### src/rtl/imem_loader.sv
// Instruction memory for the single-cycle core with a byte-stream boot loader.
// Holds the core in reset until a big-endian program image has been written into the word array.
module imem_loader #(
    parameter int width = 32,
    parameter int DEPTH = 64,
    parameter int AW    = 6
) (
    input  logic             clk,
    input  logic             rst_n,
    input  logic [width-1:0] PC,
    output logic [width-1:0] Instr,
    input  logic [7:0]       byte_in,
    input  logic             byte_valid,
    output logic             byte_ready,
    output logic             core_rst_n,
    output logic             load_done,
    output logic             load_err
);

    typedef enum logic [2:0] {
        HDR_HI,
        HDR_LO,
        LOAD,
        DONE,
        ERR
    } state_e;

    state_e             state_q, state_d;
    logic [15:0]        cnt_q, cnt_d;
    logic [AW-1:0]      idx_q, idx_d;
    logic [1:0]         lane_q, lane_d;
    logic [width-9:0]   asm_q, asm_d;
    logic [width-1:0]   mem_q [DEPTH];

    logic               accept;
    logic               wr_en;
    logic [width-1:0]   wr_word;
    logic [15:0]        hdr_n;
    logic               last_word;
    logic               core_rst_n_q, load_done_q, load_err_q;
    logic               unused_pc;

    assign byte_ready = (state_q == HDR_HI) || (state_q == HDR_LO) || (state_q == LOAD);
    assign accept     = byte_valid && byte_ready;
    assign hdr_n      = {cnt_q[15:8], byte_in};
    // Byte 3 of a word is written straight from the input, so only three bytes are buffered.
    assign wr_word    = {asm_q, byte_in};
    assign last_word  = ({{(16-AW){1'b0}}, idx_q} == (cnt_q - 16'd1));

    always_comb begin
        state_d = state_q;
        cnt_d   = cnt_q;
        idx_d   = idx_q;
        lane_d  = lane_q;
        asm_d   = asm_q;
        wr_en   = 1'b0;
        case (state_q)
            HDR_HI: begin
                if (accept) begin
                    cnt_d[15:8] = byte_in;
                    state_d     = HDR_LO;
                end
            end
            HDR_LO: begin
                if (accept) begin
                    cnt_d = hdr_n;
                    if (hdr_n == 16'd0 || hdr_n > 16'(DEPTH)) begin
                        state_d = ERR;
                    end else begin
                        state_d = LOAD;
                        idx_d   = '0;
                        lane_d  = 2'd0;
                    end
                end
            end
            LOAD: begin
                if (accept) begin
                    asm_d  = {asm_q[width-17:0], byte_in};
                    lane_d = lane_q + 2'd1;
                    if (lane_q == 2'd3) begin
                        wr_en = 1'b1;
                        idx_d = idx_q + 1'b1;
                        if (last_word) state_d = DONE;
                    end
                end
            end
            DONE:    state_d = DONE;
            ERR:     state_d = ERR;
            default: state_d = HDR_HI;
        endcase
    end

    always_ff @(posedge clk or negedge rst_n) begin
        if (!rst_n) begin
            state_q <= HDR_HI;
            cnt_q   <= '0;
            idx_q   <= '0;
            lane_q  <= '0;
            asm_q   <= '0;
        end else begin
            state_q <= state_d;
            cnt_q   <= cnt_d;
            idx_q   <= idx_d;
            lane_q  <= lane_d;
            asm_q   <= asm_d;
        end
    end

    // Whole array clears on reset so an aborted load never leaves stale code behind.
    always_ff @(posedge clk or negedge rst_n) begin
        if (!rst_n) begin
            for (int i = 0; i < DEPTH; i++) mem_q[i] <= '0;
        end else if (wr_en) begin
            mem_q[idx_q] <= wr_word;
        end
    end

    always_ff @(posedge clk or negedge rst_n) begin
        if (!rst_n) begin
            core_rst_n_q <= 1'b0;
            load_done_q  <= 1'b0;
            load_err_q   <= 1'b0;
        end else begin
            core_rst_n_q <= (state_d == DONE);
            load_done_q  <= (state_d == DONE);
            load_err_q   <= (state_d == ERR);
        end
    end

    assign core_rst_n = core_rst_n_q;
    assign load_done  = load_done_q;
    assign load_err   = load_err_q;

    // Byte offset and bits above the array are don't-care: the fetch address wraps.
    assign Instr      = mem_q[PC[AW+1:2]];
    assign unused_pc  = ^{PC[width-1:AW+2], PC[1:0]};

endmodule
### config.mk
export PLATFORM = sky130hd
export DESIGN_NAME = imem_loader
export DESIGN_NICKNAME = d
export VERILOG_FILES = /design/src/rtl/imem_loader.sv
export SDC_FILE = /design/constraint.sdc
export NUM_CORES = 2
export LEC_CHECK = 0
export ABC_AREA = 1
export ABC_CLOCK_PERIOD_IN_PS = 2300
export CAP_MARGIN = 0
export CORE_MARGIN = 5
export CORE_UTILIZATION = 45
export CTS_BUF_LIST = sky130_fd_sc_hd__clkbuf_4 sky130_fd_sc_hd__clkbuf_8
export DETAILED_ROUTE_END_ITERATION = 6
export PLACE_DENSITY_LB_ADDON = 0.15
export SETUP_SLACK_MARGIN = 0.02
export SLEW_MARGIN = 10
export SYNTH_ARGS = -nofsm -noshare
export SYNTH_HDL_FRONTEND = slang
export SYNTH_SLANG_ARGS = --single-unit
### constraint.sdc
create_clock -name clk -period 2.3 [get_ports clk]
set_input_delay 0.46 -clock clk [delete_from_list [all_inputs] [get_ports clk]]
set_output_delay 0.46 -clock clk [all_outputs]
set_load 0.05 [all_outputs]
Word level (Yosys, flattened, before mapping)

Cells that the tools add are included.
Widths: inputs -> output; s select.

Register bits after elaboration: 2,101
Bits of input ports: 43
Output and inout port bits: 36
Word-level logic and storage cells: 134

$add $sub $neg: 3
Magnitude comparators: 4
Eq/ne operators: 12
Mux-type cells: 27
Bitwise operators: 3
Reduce and logical (&&, ||, !) cells: 13

Operator list:

| cell                  | count |
|---|---|
| $bwmux 2048           | 1 |
| $bmux 32 s6           | 1 |
| $demux 32 s6          | 1 |
| $mux 32               | 3 |
| $mux 6                | 4 |
| $mux 3                | 6 |
| $eq 6x16->1           | 1 |
| $gt 16x7->1 const B   | 1 |
| $logic_not 16->1      | 1 |
| $pmux 8 s2            | 1 |
| $sub 16x1->16 const B | 1 |
| $pmux 3 s5            | 1 |
| $ge 7x7->1 const B    | 2 |
| $not 6->7             | 2 |
| $pmux 6 s2            | 1 |
| $eq 3x2->1 const B    | 3 |
| $mux 8                | 1 |
| $lt 7x1->1 const B    | 1 |
| $add 6x1->6 const B   | 1 |
| $eq 3x3->1 const B    | 2 |
| $mux 2                | 3 |
| $ne 2x2->1 const B    | 3 |
| $reduce_and 5->1      | 1 |
| $pmux 2 s2            | 1 |
| other kinds (13)      | 19 |

Logic depth before layout (Yosys ltp)

Depth after elaboration: 7
Gate-level depth with buffers: 13
Mapped depth without buffers: 13

Worst setup path before layout

OpenSTA, ideal clock, no wires.

Kind: input port to output port
Start: input port PC[2]
End: output port Instr[15]
Data arrival time: 2.237 ns
Required time: 1.840 ns
Path slack: -0.397 ns
Stages on the path: 13
Path buffers: 5
Path through: buf_2 > buf_2 > buf_2 > buf_2 > clkbuf_1 > nor2_1 > o22ai_1 > nand2_1 > nand3_1 > nand3_1 > nand2_1 > nand2_1 > nand2_1

Longest elaborated chain between the ends: 4

Ends and longest elaborated chain:

| element                                    | RTL line | source |
|---|---|---|
| start, declared                            | 10       | `input logic [width-1:0] PC,` |
| $not 6->7 (implied by the code)            | 135      | `assign Instr = mem_q[PC[AW+1:2]];` |
| $bmux 32 s6                                | 135      |  |
| $mux 32 (implied by the code) (2 in a row) | 135      |  |
| end, declared                              | 11       | `output logic [width-1:0] Instr,` |

Every way passes these cells. The select of a mux whose other input is x is not followed.

Final worst setup path

Start: register mem_q[594] (netlist name)
End: output port Instr[18]

Longest elaborated chain between the ends: 3

Ends and longest elaborated chain:

| element                                    | RTL line | source |
|---|---|---|
| start, declared                            | 33       | `logic [width-1:0] mem_q [DEPTH];` |
| start signal, assigned by index            | 114      | `mem_q[idx_q] <= wr_word;` |
| $bmux 32 s6                                | 135      |  |
| $mux 32 (implied by the code) (2 in a row) | 135      |  |

Every way passes these cells. The select of a mux whose other input is x is not followed.

==> flow_summary_export.csv <==
group,metric,value,unit
grt,antenna_found_initial,3,
critical_path,critPathSlowestCell,"dfrtp_1",
yosys,synth_top_area_share,56.2,%
grt,overflow,0,
grt,grt_pass1_wl,485,mm
critical_path,worst_setup_path_start_kind,"flip-flop",
sta,fmax,0.342,GHz
detailed_routing,via_count,82700,
yosys,synth_warnings,0,
sta,setup_ws,-0.626,ns
floorplan,ios,79,
sta,clock_skew,0.0541,ns
sta,setup_tns,-18.26,ns
critical_path,cp_max_fo,2,
place,port_buffers,52,
floorplan,die_w,466,um
yosys,synth_most_common_cell,"nand2_1",
clock_network,cts_htree_levels,5,
detailed_routing,drt_iter0_drc,8228,
yosys,yosysSeqAreaShare,56.2,%
final_layout,final.fill_count,19100,
power,combPwrFrac,12.9,%
detailed_routing,first_pass_iters,6,
final_layout,drive_gt1_share,15.9,%
sta,period_minus_slack,2.93,ns
clock_network,cts_sinks,2101,
clock_network,clk_pin_slew_worst_paths,0.07,ns
grt,grt_max_degree,104,
yosys,synth_fp_nets,11500,
critical_path,crit_path_start,"mem_q[594]$_DFFE_PN0P_",
critical_path,path_delay_family,"simple AND/OR/NAND/NOR gates",
outcome,status,"complete, but fails checks",
critical_path,rr_startpoint,"state_q[0]$_DFF_PN0_",
power,p_clk_share,42.4,%
power,seq_power_share,44.7,%
yosys,synth.cell_area,0.0935,mm^2
hold_path,min-delay-start,"byte_in[0]",
place,hpwl,188,mm
yosys,yosysTopAreaCell,"dfrtp_1",
yosys,yosysUniqueCellTypes,34,
yosys,synthArstFlopShare,100,%
critical_path,critPathCaptureType,"primary output",
clock_network,clk_latency,1.07,ns
sta,rsz0062_at_grt,"yes",
yosys,synthFlopType,"dfrtp_1",
yosys,synth_commonest_cells,"3065 x nand2_1, 2964 x o21ai_0, 2101 x dfrtp_1",
yosys,synth_area_per_cell,8.18,um^2
detailed_routing,route.detailed.drc,0,
critical_path,crit_chain,"o21ai_1, o22ai_1, nand2_1, nand3_2, nand3_4, nand2_2, nand2_4, nand2_8, buf_12",
grt,grt_pass1_vias,80500,
final_layout,final_net_count,11500,
hold_path,holdCritPathClass,"input port to flip-flop",
detailed_routing,viasPerCell,5.70,
yosys,synth-edff-count,0,
sta,tightest_slew,0.816,ns
detailed_routing,wirelength,314,mm
floorplan,dieArea,0.217,mm^2
floorplan,initial_core_util,45.2,%
place,routabilityCongestion,0.849,
power,ir_drop,0.681,mV
sta,post-route-period-util,127,%
floorplan,die_h,466,um
clock_network,numCtsBuffers,370,
floorplan,core,0.207,mm^2
final_layout,ff_latch_area,0.0526,mm^2
detailed_routing,ant_nets,0,
power,p_switching,23.5,mW
final_layout,area_growth,20.1,%
yosys,synthTopCellsByArea,"dfrtp_1 56%, o21ai_0 16%, nand2_1 12%",
sta,hold_viol,0,
sta,finalSetupViolCount,32,
final_layout,multi_input_area,0.0389,mm^2
critical_path,crit_buf_inv,1,
power,p_per_area,748,mW/mm^2
power,p_leak,50.4,nW
clock_network,cts_tree,"built",
sta,final_max_slew_viol_count,0,
job,maxCapViolations,0,
critical_path,arrival,2.47,ns
sta,relSlewSlack,45.6,%
power,swShare,28.0,%
clock_network,root_buffer,"clkbuf_8",
critical_path,cp.required,1.84,ns
critical_path,critPathKind,"flip-flop to primary output",
place,dp_slack,-0.737,ns
power,p_int,60.5,mW
grt,grt_usage,28.4,%
floorplan,rows,167,
yosys,syn_inst,11400,
detailed_routing,post_drt_wl_per_cell,21.6,um
outcome,violations,"setup timing",
clock_network,clockBufferDepth,4,
yosys,synth.ff_latch_count,2101,
critical_path,max_stage_delay,0.39,ns
[cell usage in the layout, fill, tap and decap left out, types with 4 or more instances in the layout]
cell type	count
clkbuf_8	467
o22ai_2	5
o21ai_2	29
buf_6	6
nor2_2	5
bufinv_16	4
nand3_1	424
nand3_4	55
nand2_2	112
nand4_1	10
a21oi_1	57
nand3_2	158
nand2_8	4
o22ai_1	412
dfrtp_1	2100
buf_8	16
buf_12	267
nand2_4	74
clkdlybuf4s50_1	9
o21ai_1	354
o21ai_0	2614
nand4_4	4
clkinv_2	37
inv_2	35
clkbuf_4	96
nand2_1	2875
nor2_1	886
clkinvlp_4	10
a21oi_2	10
inv_1	103
buf_4	449
[per-layer routing]
layer / vias to the layer above / global-route usage, % / part of all wire (%)
met5: - / 0 / 0
met4: 0 / 9.75 / 3.2
met3: 564 / 4.36 / 7.4
met2: 3181 / 46.0 / 46
met1: 40800 / 39.2 / 43
li1: 38200 / - / -
[layout make-up]
| class | count | share of cell area [%] |
|---|---|---|
| Multi-Input combinational cell | 8110 | 34.7 |
| Timing Repair Buffer | 753 | 8.20 |
| Tap cell | 2788 | 3.11 |
| Inverter | 148 | 0.541 |
| Sequential cell | 2101 | 46.8 |
| Clock inverter | 49 | 0.331 |
| Clock buffer | 563 | 6.36 |
| Antenna cell | 1 | 0.00223 |
[worst register-to-register path, cell delays in order, from the launching register on]
cell	delay, ns
dfrtp_1	0.40
buf_4	0.14
inv_2	0.07
nand3_4	0.10
nor2_4	0.15
nand3_4	0.13
buf_12	0.17
nor2_1	0.09
buf_4	0.19
nand2_2	0.08
buf_12	0.17
nand2_1	0.31
o21ai_0	0.09
[per-stage QoR]
stage	hold WS [ns]	cell area, um^2	std cells	power (mW)	utilization (%)
floorplan	0.164	94100	11400	43.3	-
global placement	0.417	102000	13800	48.2	49.3
detailed placement	0.402	102000	13800	48.2	49.3
CTS	0.0876	111000	14500	84.3	53.7
global route	0.124	112000	14500	87.2	54.2
finish	0.183	112000	14500	84.0	54.2
[final timing paths]
path	endpoint	slack, ns	cells past startpoint
min in group asynchronous	mem_q[871]$_DFFE_PN0P_	0.30	3
hold reg to reg	mem_q[1442]$_DFFE_PN0P_	0.48	2
setup / recovery	Instr[18]	-0.63	9
setup reg to reg	mem_q[699]$_DFFE_PN0P_	0.05	12
max in group asynchronous	mem_q[2031]$_DFFE_PN0P_	1.21	4
hold / removal	asm_q[0]$_DFFE_PN0P_	0.18	3
[registers in the layout, summed over array words and instances, names as in the netlist]
register and count:
asm_q 24, state_q 3, lane_q 2, mem_q 2048
cnt_q 16, load_err 1, load_done 1, idx_q 6
[repair_timing]
| item | in CTS | in global routing |
|---|---|---|
| setup buffers | 18 | 34 |
| resized for setup | 489 | 379 |
| hold buffers | 2 | 0 |
| cloned | 1 | 3 |
| pin swaps | 133 | 208 |
| endpoints found under the hold margin | 1740 | 0 |
| setup endpoints to repair | 82 | 379 |
[power by group through the flow]
stage	clock, mW	combinational, mW	sequential, mW
global placement	0	9.98	38.2
global route	37.9	11.7	37.6
detailed placement	0	10.0	38.2
CTS	36.3	10.5	37.5
finish	35.6	10.8	37.6
floorplan	0	5.18	38.1
[cell families (layout without fill, tap and decap cells)]
kind of cell             after synthesis  in the layout  share of synthesized area, %
buffers and inverters               1219           1513                          4.93
XOR/XNOR                               2              2                        0.0187
AND/OR/NAND/NOR                     4621           4621                          19.6
AO/OA/AOI/OAI                       3484           3484                          19.2
other                                  0              1                             0
flip-flops                          2101           2101                          56.2
adder cells (fa/ha/maj)                3              3                        0.0401
No activity file was read; power rests on OpenSTA's default activity.
